==> src/rtl/mult_share_pkg.sv <==
// Shared types and constants for the two-port multiplier sharing controller.
// The state encoding, port ids, error code and parameter bounds all live here.
package mult_share_pkg;

  typedef enum logic [2:0] {
    ST_IDLE   = 3'd0,
    ST_LOAD_A = 3'd1,
    ST_LOAD_B = 3'd2,
    ST_START  = 3'd3,
    ST_WAIT   = 3'd4,
    ST_RESP   = 3'd5
  } state_e;

  localparam logic PORT0 = 1'b0;
  localparam logic PORT1 = 1'b1;

  localparam logic [15:0] ERR_CODE = 16'hFFFF;

  localparam int PULSE_W_MIN = 1;
  localparam int PULSE_W_MAX = 15;
  localparam int TIMEOUT_MIN = 8;
  localparam int TIMEOUT_MAX = 255;

  // Select one requester's operand byte by port id.
  function automatic logic [7:0] sel8(input logic id, input logic [7:0] x0, input logic [7:0] x1);
    logic [7:0] r;
    if (id == PORT1) begin
      r = x1;
    end else begin
      r = x0;
    end
    return r;
  endfunction

endpackage

==> src/rtl/rr_arb2.sv <==
// Combinational two-request round-robin pick; a tie goes to the port that was not served last.
module rr_arb2
  import mult_share_pkg::*;
(
  input  logic [1:0] req,
  input  logic       last,
  output logic       gnt_valid,
  output logic       gnt_id
);

  // Decode the request pair into a grant
  always_comb begin
    gnt_valid = |req;
    case (req)
      2'b01:   gnt_id = PORT0;
      2'b10:   gnt_id = PORT1;
      2'b11:   gnt_id = ~last;
      default: gnt_id = PORT0;
    endcase
  end

endmodule

==> src/rtl/mult_share_ctrl.sv <==
// Sequencer and round-robin front end letting two requesters share one shift-add multiplier.
// Outputs are registered from next-state values so they line up with the state they belong to.
module mult_share_ctrl
  import mult_share_pkg::*;
#(
  parameter int PULSE_W = 1,
  parameter int TIMEOUT = 64
) (
  input  logic        clk,
  input  logic        clrn,
  input  logic        req0,
  input  logic        req1,
  input  logic [7:0]  a0,
  input  logic [7:0]  b0,
  input  logic [7:0]  a1,
  input  logic [7:0]  b1,
  output logic        ack0,
  output logic        ack1,
  output logic        err0,
  output logic        err1,
  output logic [15:0] result0,
  output logic [15:0] result1,
  output logic        busy,
  output logic [7:0]  mul_a,
  output logic [7:0]  mul_b,
  output logic        mul_load_a,
  output logic        mul_load_b,
  output logic        mul_start,
  input  logic [15:0] mul_p,
  input  logic        mul_done
);

  localparam logic [3:0] PULSE_LAST = 4'(PULSE_W - 1);
  localparam logic [7:0] TO_LAST    = 8'(TIMEOUT - 1);

  state_e      state_r, next_state_s;
  logic        last_r, cur_r;
  logic [7:0]  op_a_r, op_b_r;
  logic [3:0]  pulse_cnt_r;
  logic [7:0]  to_cnt_r;
  logic        seen_low_r;

  logic        gnt_valid_s, gnt_id_s, grant_s;
  logic        pulse_done_s, pulse_run_s, done_ok_s, to_hit_s;
  logic [7:0]  op_a_nx_s, op_b_nx_s;
  logic        capture_s;
  logic [15:0] cap_val_s;
  logic        ack0_nx_s, ack1_nx_s, err0_nx_s, err1_nx_s, busy_nx_s;
  logic [15:0] result0_nx_s, result1_nx_s;
  logic [7:0]  mul_a_nx_s, mul_b_nx_s;
  logic        load_a_nx_s, load_b_nx_s, start_nx_s;

  rr_arb2 u_arb (
    .req       ({req1, req0}),
    .last      (last_r),
    .gnt_valid (gnt_valid_s),
    .gnt_id    (gnt_id_s)
  );

  assign grant_s      = (state_r == ST_IDLE) && gnt_valid_s;
  assign pulse_done_s = (pulse_cnt_r == PULSE_LAST);
  assign pulse_run_s  = ((state_r == ST_LOAD_A) || (state_r == ST_LOAD_B) || (state_r == ST_START))
                        && (next_state_s == state_r);
  // A done level only counts once it has been seen low after start; a stale high is ignored.
  assign done_ok_s    = mul_done && seen_low_r;
  assign to_hit_s     = (to_cnt_r == TO_LAST);
  assign op_a_nx_s    = grant_s ? sel8(gnt_id_s, a0, a1) : op_a_r;
  assign op_b_nx_s    = grant_s ? sel8(gnt_id_s, b0, b1) : op_b_r;

  // State register
  always_ff @(posedge clk or negedge clrn) begin
    if (!clrn) begin
      state_r <= ST_IDLE;
    end else begin
      state_r <= next_state_s;
    end
  end

  // Next-state decode
  always_comb begin
    next_state_s = state_r;
    case (state_r)
      ST_IDLE:   next_state_s = gnt_valid_s  ? ST_LOAD_A : ST_IDLE;
      ST_LOAD_A: next_state_s = pulse_done_s ? ST_LOAD_B : ST_LOAD_A;
      ST_LOAD_B: next_state_s = pulse_done_s ? ST_START  : ST_LOAD_B;
      ST_START:  next_state_s = pulse_done_s ? ST_WAIT   : ST_START;
      ST_WAIT: begin
        if (done_ok_s || to_hit_s) begin
          next_state_s = ST_RESP;
        end else begin
          next_state_s = ST_WAIT;
        end
      end
      ST_RESP:   next_state_s = ST_IDLE;
      default:   next_state_s = ST_IDLE;
    endcase
  end

  // Grant bookkeeping, pulse/timeout counters and the seen-low flag
  always_ff @(posedge clk or negedge clrn) begin
    if (!clrn) begin
      last_r      <= PORT1;
      cur_r       <= PORT0;
      op_a_r      <= 8'd0;
      op_b_r      <= 8'd0;
      pulse_cnt_r <= 4'd0;
      to_cnt_r    <= 8'd0;
      seen_low_r  <= 1'b0;
    end else begin
      op_a_r <= op_a_nx_s;
      op_b_r <= op_b_nx_s;
      if (grant_s) begin
        cur_r  <= gnt_id_s;
        last_r <= gnt_id_s;
      end else begin
        cur_r  <= cur_r;
        last_r <= last_r;
      end
      if (pulse_run_s) begin
        pulse_cnt_r <= pulse_cnt_r + 4'd1;
      end else begin
        pulse_cnt_r <= 4'd0;
      end
      if (next_state_s == ST_START) begin
        to_cnt_r   <= 8'd0;
        seen_low_r <= 1'b0;
      end else if (state_r == ST_WAIT) begin
        to_cnt_r   <= to_cnt_r + 8'd1;
        seen_low_r <= seen_low_r | ~mul_done;
      end else begin
        to_cnt_r   <= to_cnt_r;
        seen_low_r <= seen_low_r;
      end
    end
  end

  // Next values of every registered output
  always_comb begin
    capture_s    = (state_r == ST_WAIT) && (next_state_s == ST_RESP);
    cap_val_s    = done_ok_s ? mul_p : ERR_CODE;
    ack0_nx_s    = (next_state_s == ST_RESP) && (cur_r == PORT0);
    ack1_nx_s    = (next_state_s == ST_RESP) && (cur_r == PORT1);
    result0_nx_s = (capture_s && (cur_r == PORT0)) ? cap_val_s  : result0;
    result1_nx_s = (capture_s && (cur_r == PORT1)) ? cap_val_s  : result1;
    err0_nx_s    = (capture_s && (cur_r == PORT0)) ? !done_ok_s : err0;
    err1_nx_s    = (capture_s && (cur_r == PORT1)) ? !done_ok_s : err1;
    busy_nx_s    = (next_state_s != ST_IDLE);
    mul_a_nx_s   = (next_state_s == ST_LOAD_A) ? op_a_nx_s : mul_a;
    mul_b_nx_s   = (next_state_s == ST_LOAD_B) ? op_b_nx_s : mul_b;
    load_a_nx_s  = (next_state_s == ST_LOAD_A);
    load_b_nx_s  = (next_state_s == ST_LOAD_B);
    start_nx_s   = (next_state_s == ST_START);
  end

  // Output registers
  always_ff @(posedge clk or negedge clrn) begin
    if (!clrn) begin
      ack0       <= 1'b0;
      ack1       <= 1'b0;
      err0       <= 1'b0;
      err1       <= 1'b0;
      result0    <= 16'd0;
      result1    <= 16'd0;
      busy       <= 1'b0;
      mul_a      <= 8'd0;
      mul_b      <= 8'd0;
      mul_load_a <= 1'b0;
      mul_load_b <= 1'b0;
      mul_start  <= 1'b0;
    end else begin
      ack0       <= ack0_nx_s;
      ack1       <= ack1_nx_s;
      err0       <= err0_nx_s;
      err1       <= err1_nx_s;
      result0    <= result0_nx_s;
      result1    <= result1_nx_s;
      busy       <= busy_nx_s;
      mul_a      <= mul_a_nx_s;
      mul_b      <= mul_b_nx_s;
      mul_load_a <= load_a_nx_s;
      mul_load_b <= load_b_nx_s;
      mul_start  <= start_nx_s;
    end
  end

endmodule

==> config.mk <==
export PLATFORM = sky130hd
export DESIGN_NAME = mult_share_ctrl
export DESIGN_NICKNAME = d
export VERILOG_FILES = /design/src/rtl/mult_share_pkg.sv /design/src/rtl/rr_arb2.sv /design/src/rtl/mult_share_ctrl.sv
export SDC_FILE = /design/constraint.sdc
export NUM_CORES = 1
export LEC_CHECK = 0
export CAP_MARGIN = 25
export CORE_AREA = 8 8 95 114
export DETAILED_ROUTE_END_ITERATION = 10
export DIE_AREA = 0 0 103 122
export PLACE_DENSITY_LB_ADDON = 0.08
export SETUP_SLACK_MARGIN = 0.1
export SLEW_MARGIN = 10
export SYNTH_ARGS = -nofsm -noshare
export SYNTH_HDL_FRONTEND = slang
export SYNTH_SLANG_ARGS = --single-unit
==> constraint.sdc <==
create_clock -name clk -period 1.88 [get_ports clk]
set_clock_uncertainty 0.15 [all_clocks]
set_input_delay 0.564 -clock clk [delete_from_list [all_inputs] [get_ports clk]]
set_output_delay 0.564 -clock clk [all_outputs]
set_load 0.1 [all_outputs]
==> summary by stage <==
Synthesis
The cell type with the largest total area after synthesis is dfrtp_1. The number of nets produced by synthesis is ~380. Yosys printed 0 warnings.

Yosys attributes the largest share of cell area to dfrtp_1, o22a_1, nor2_1. The fraction of synthesis flops using an asynchronous set or reset pin is 1.00. By area, the combinational part of the netlist is dominated by compound AO/OA/AOI/OAI gates. Of the total synthesized cell area, the portion taken by AND, OR, NAND and NOR gates is 0.162. Counting distinct cell types in the post-synthesis netlist gives 47. The count of mapped cells out of synthesis is 326. The post-synthesis share of cell area spent on full adders, half adders and majority gates is 0.00989.

The summed instance area of the synthesized netlist is 0.00380 mm2. The multiplexer share of the synthesized area is 0.00264. The most used flip-flop cell after synthesis is dfrtp_1.

Averaged over all synthesized cells, the footprint is 11.6 um2. For this run, the register share of the synthesized area comes to 0.594. The area fraction of the dominant cell type after synthesis is 0.587. The flip-flop and latch count after synthesis is 90. The synthesized-area fraction occupied by xor and xnor cells is 0.0254. The number of flops mapped to enable cells by yosys is 0. The compound-gate portion of the synthesized area is 0.166.

Layout
The library cell used most frequently in the layout, excluding fill and tap cells, is dfrtp_1. The antenna diode count is 0. The number of nets in the finished design is 533.

The layout has 654 filler cells. Relative to the synthesized area, the layout overhead comes to 67.7%. The fraction of final layout cells sized beyond drive strength 1 is 0.340. The library cells used most frequently in the layout, excluding fill and tap cells, are dfrtp_1, buf_12, clkdlybuf4s50_1.

In the final layout, flip-flops and latches occupy 0.00225 mm2. The area occupied by multi-input gates is 0.00155 mm2.

STA
The max-slew violation total from the final report is 0. The highest clock frequency the design can meet is roughly 550 MHz. The number of failing setup endpoints in the final timing report is 0. The clock period could shrink to 1810 ps. Setup repair after global routing could not meet its margin everywhere. The slew at the pin closest to its max-slew limit is around 520 ps. Across all hold checks on the routed design, the worst slack comes to about 340 ps. Of the available clock period, the critical path in the final layout requires 0.964. The count of final hold-check violations is 0. Measured against its own limit, the worst slew margin works out to 0.649.

Worst setup path
The kind of end point of the critical path is a flop. The startpoint identified for the worst register-to-register timing path is pulse_cnt_r[1]. The data arrival time of the critical path is between 1500 and 2000 ps. The type of the worst setup path is flop to flop. The setup slack on the worst flop-to-flop path is 70 ps. The critical register-to-register path endpoint is mul_a[6]. Along the worst path, the maximum fanout reaches 4. At the worst endpoint, the required time is about 2000 ps. The number of cells on the worst reg-to-reg path is 8. The worst setup path is launched from a flop.

Route
The post-route antenna net violation count is 0. The routed wire length is 10,200 um. After detailed routing, the number of vias per cell comes to 5.10. The average wire length per cell after detail routing is 16.9 um. The initial detailed-routing violation count is 108.

Across all layers, the routed design uses between 3,000 and 4,000 vias. The number of remaining DRC errors is 0. For this run, the detailed router's first-pass iteration total came to 4.

Clock tree
The number of clock sinks is 90. The number of clock buffers added by TritonCTS is 9. The maximum clock insertion buffer count is 2. The clock tree from TritonCTS is done. At the later pin of the worst-skew pair, clock insertion delay measures roughly 350 ps. Clock-pin slew was measured on the worst setup and hold paths at 90 ps.

The H-tree was split into 3 levels. The clock root buffer master is clkbuf_8.

Placed design
The total of buffers placed on input and output ports is between 100 and 150. Routability-driven placement finished with a final weighted congestion of 0.737. The HPWL after detailed placement is around 7000 um.

Floorplanning
The die is ~100 um wide. In this run the vertical extent of the chip is approximately 120 um. The core region is 0.00894 mm2. After floorplanning, the core was divided into 38 placement rows. Pin placement for this block handled 109 I/O pins.

The total die area is 0.0126 mm2. The initial cell density of the core is 0.425.

Global route
The first-pass GRT wire length is between 15,000 and 20,000 um. Summed over all layers, the global routing overflow is 0. Entering global routing, the biggest net connects 41 pins. The global-route usage over all layers is 0.157. The initial antenna violation count is 0.

The via count of the first global-routing pass is 3,114.

Worst hold path
The depth of the worst hold-timing path is 2. The worst hold-check path type is flop to flop. The beginning of the worst hold path is op_a_r[3].

The path with the worst hold slack has its endpoint at op_a_r[3].

Status
The flow ran to the end, and the final reports show no timing, DRC or antenna violations.

Job
Max-cap violations in this run came to 0.
## critical path: stages (launching register included)
cell       delay, ps
dfrtp_1          380
inv_2             60
ha_4             150
nor3b_4          170
nor4b_4          280
buf_6            170
clkbuf_16        150
nor3_2            40
a211oi_1         170
## final cells by class
cell class,instances,area share
clock buffers,11,0.0206
clock inverters,5,0.0161
inverters,6,0.00354
multi-input cells,215,0.243
flip-flops and latches,90,0.354
well taps,120,0.0236
repair buffers,155,0.339
## synthesized netlist by cell type (all sizes together) (2+ instances only)
master / instances
nand4: 3
o21ai: 13
a21oi: 11
or3b: 2
o22ai: 8
xor2: 8
nor3: 10
ha: 3
nand3: 5
a31oi: 3
xnor2: 3
clkbuf: 2
o21a: 2
inv: 6
buf: 16
nor3b: 2
dfrtp: 89
nand2: 30
and3: 10
o22a: 32
nor2: 45
a211oi: 8
## worst max path at each step
stage,end,slack (ps),cells past startpoint,start
5_1_grt,mul_b[1],20,8,pulse_cnt_r[0]
3_5_place_dp,result0[14],-330,4,mul_done
3_3_place_gp,result0[14],-290,4,mul_done
4_1_cts,mul_a[4],90,5,state_r[1]
2_1_floorplan,mul_a[6],70,7,pulse_cnt_r[0]
6_report,mul_a[6],70,8,pulse_cnt_r[1]
## repair_timing
action | 4_1_cts | 5_1_grt
buffers inserted | 5 | 14
hold buffers | 1 | 0
pin swaps | 3 | 12
setup endpoints to repair | 44 | 64
gates cloned | 0 | 5
resized for setup | 2 | 31
endpoints found under the hold margin | 21 | 0
## metrics by stage
stage	util	setup slack (ps)	instance area, um2	setup TNS (ps)	cells
finish	0.712	68.3	6370	0	602
global route	0.712	23.5	6370	0	602
CTS	0.676	91.1	6040	0	583
detailed placement	0.643	-327	5740	-17090	561
global placement	0.643	-288	5740	-14900	561
floorplan	-	67.1	3810	0	326
## kinds of logic after synthesis
group / after synthesis
flip-flops: 90
multiplexers: 1
buffers and inverters: 24
AO/OA/AOI/OAI: 83
XOR/XNOR: 11
adder cells (fa/ha/maj): 3
AND/OR/NAND/NOR: 114
## registers in the layout (all words and copies together) (netlist names), 3 cells and up
| signal | count |
|---|---|
| mul_a | 8 |
| result1 | 16 |
| mul_b | 8 |
| result0 | 16 |
| state_r | 3 |
| to_cnt_r | 8 |
| op_a_r | 8 |
| op_b_r | 8 |
| pulse_cnt_r | 4 |
## per-layer routing
metal	wire, um	GRT usage	vias to the layer above
met5	0	0	-
met4	147	0.0680	0
met1	4300	0.199	1505
li1	-	-	1468
met3	554	0.0354	10
met2	5150	0.251	90
Power is left out: the tool's default activity adds up to more than one toggle a clock period on the data nets, which glitch-free logic cannot reach.
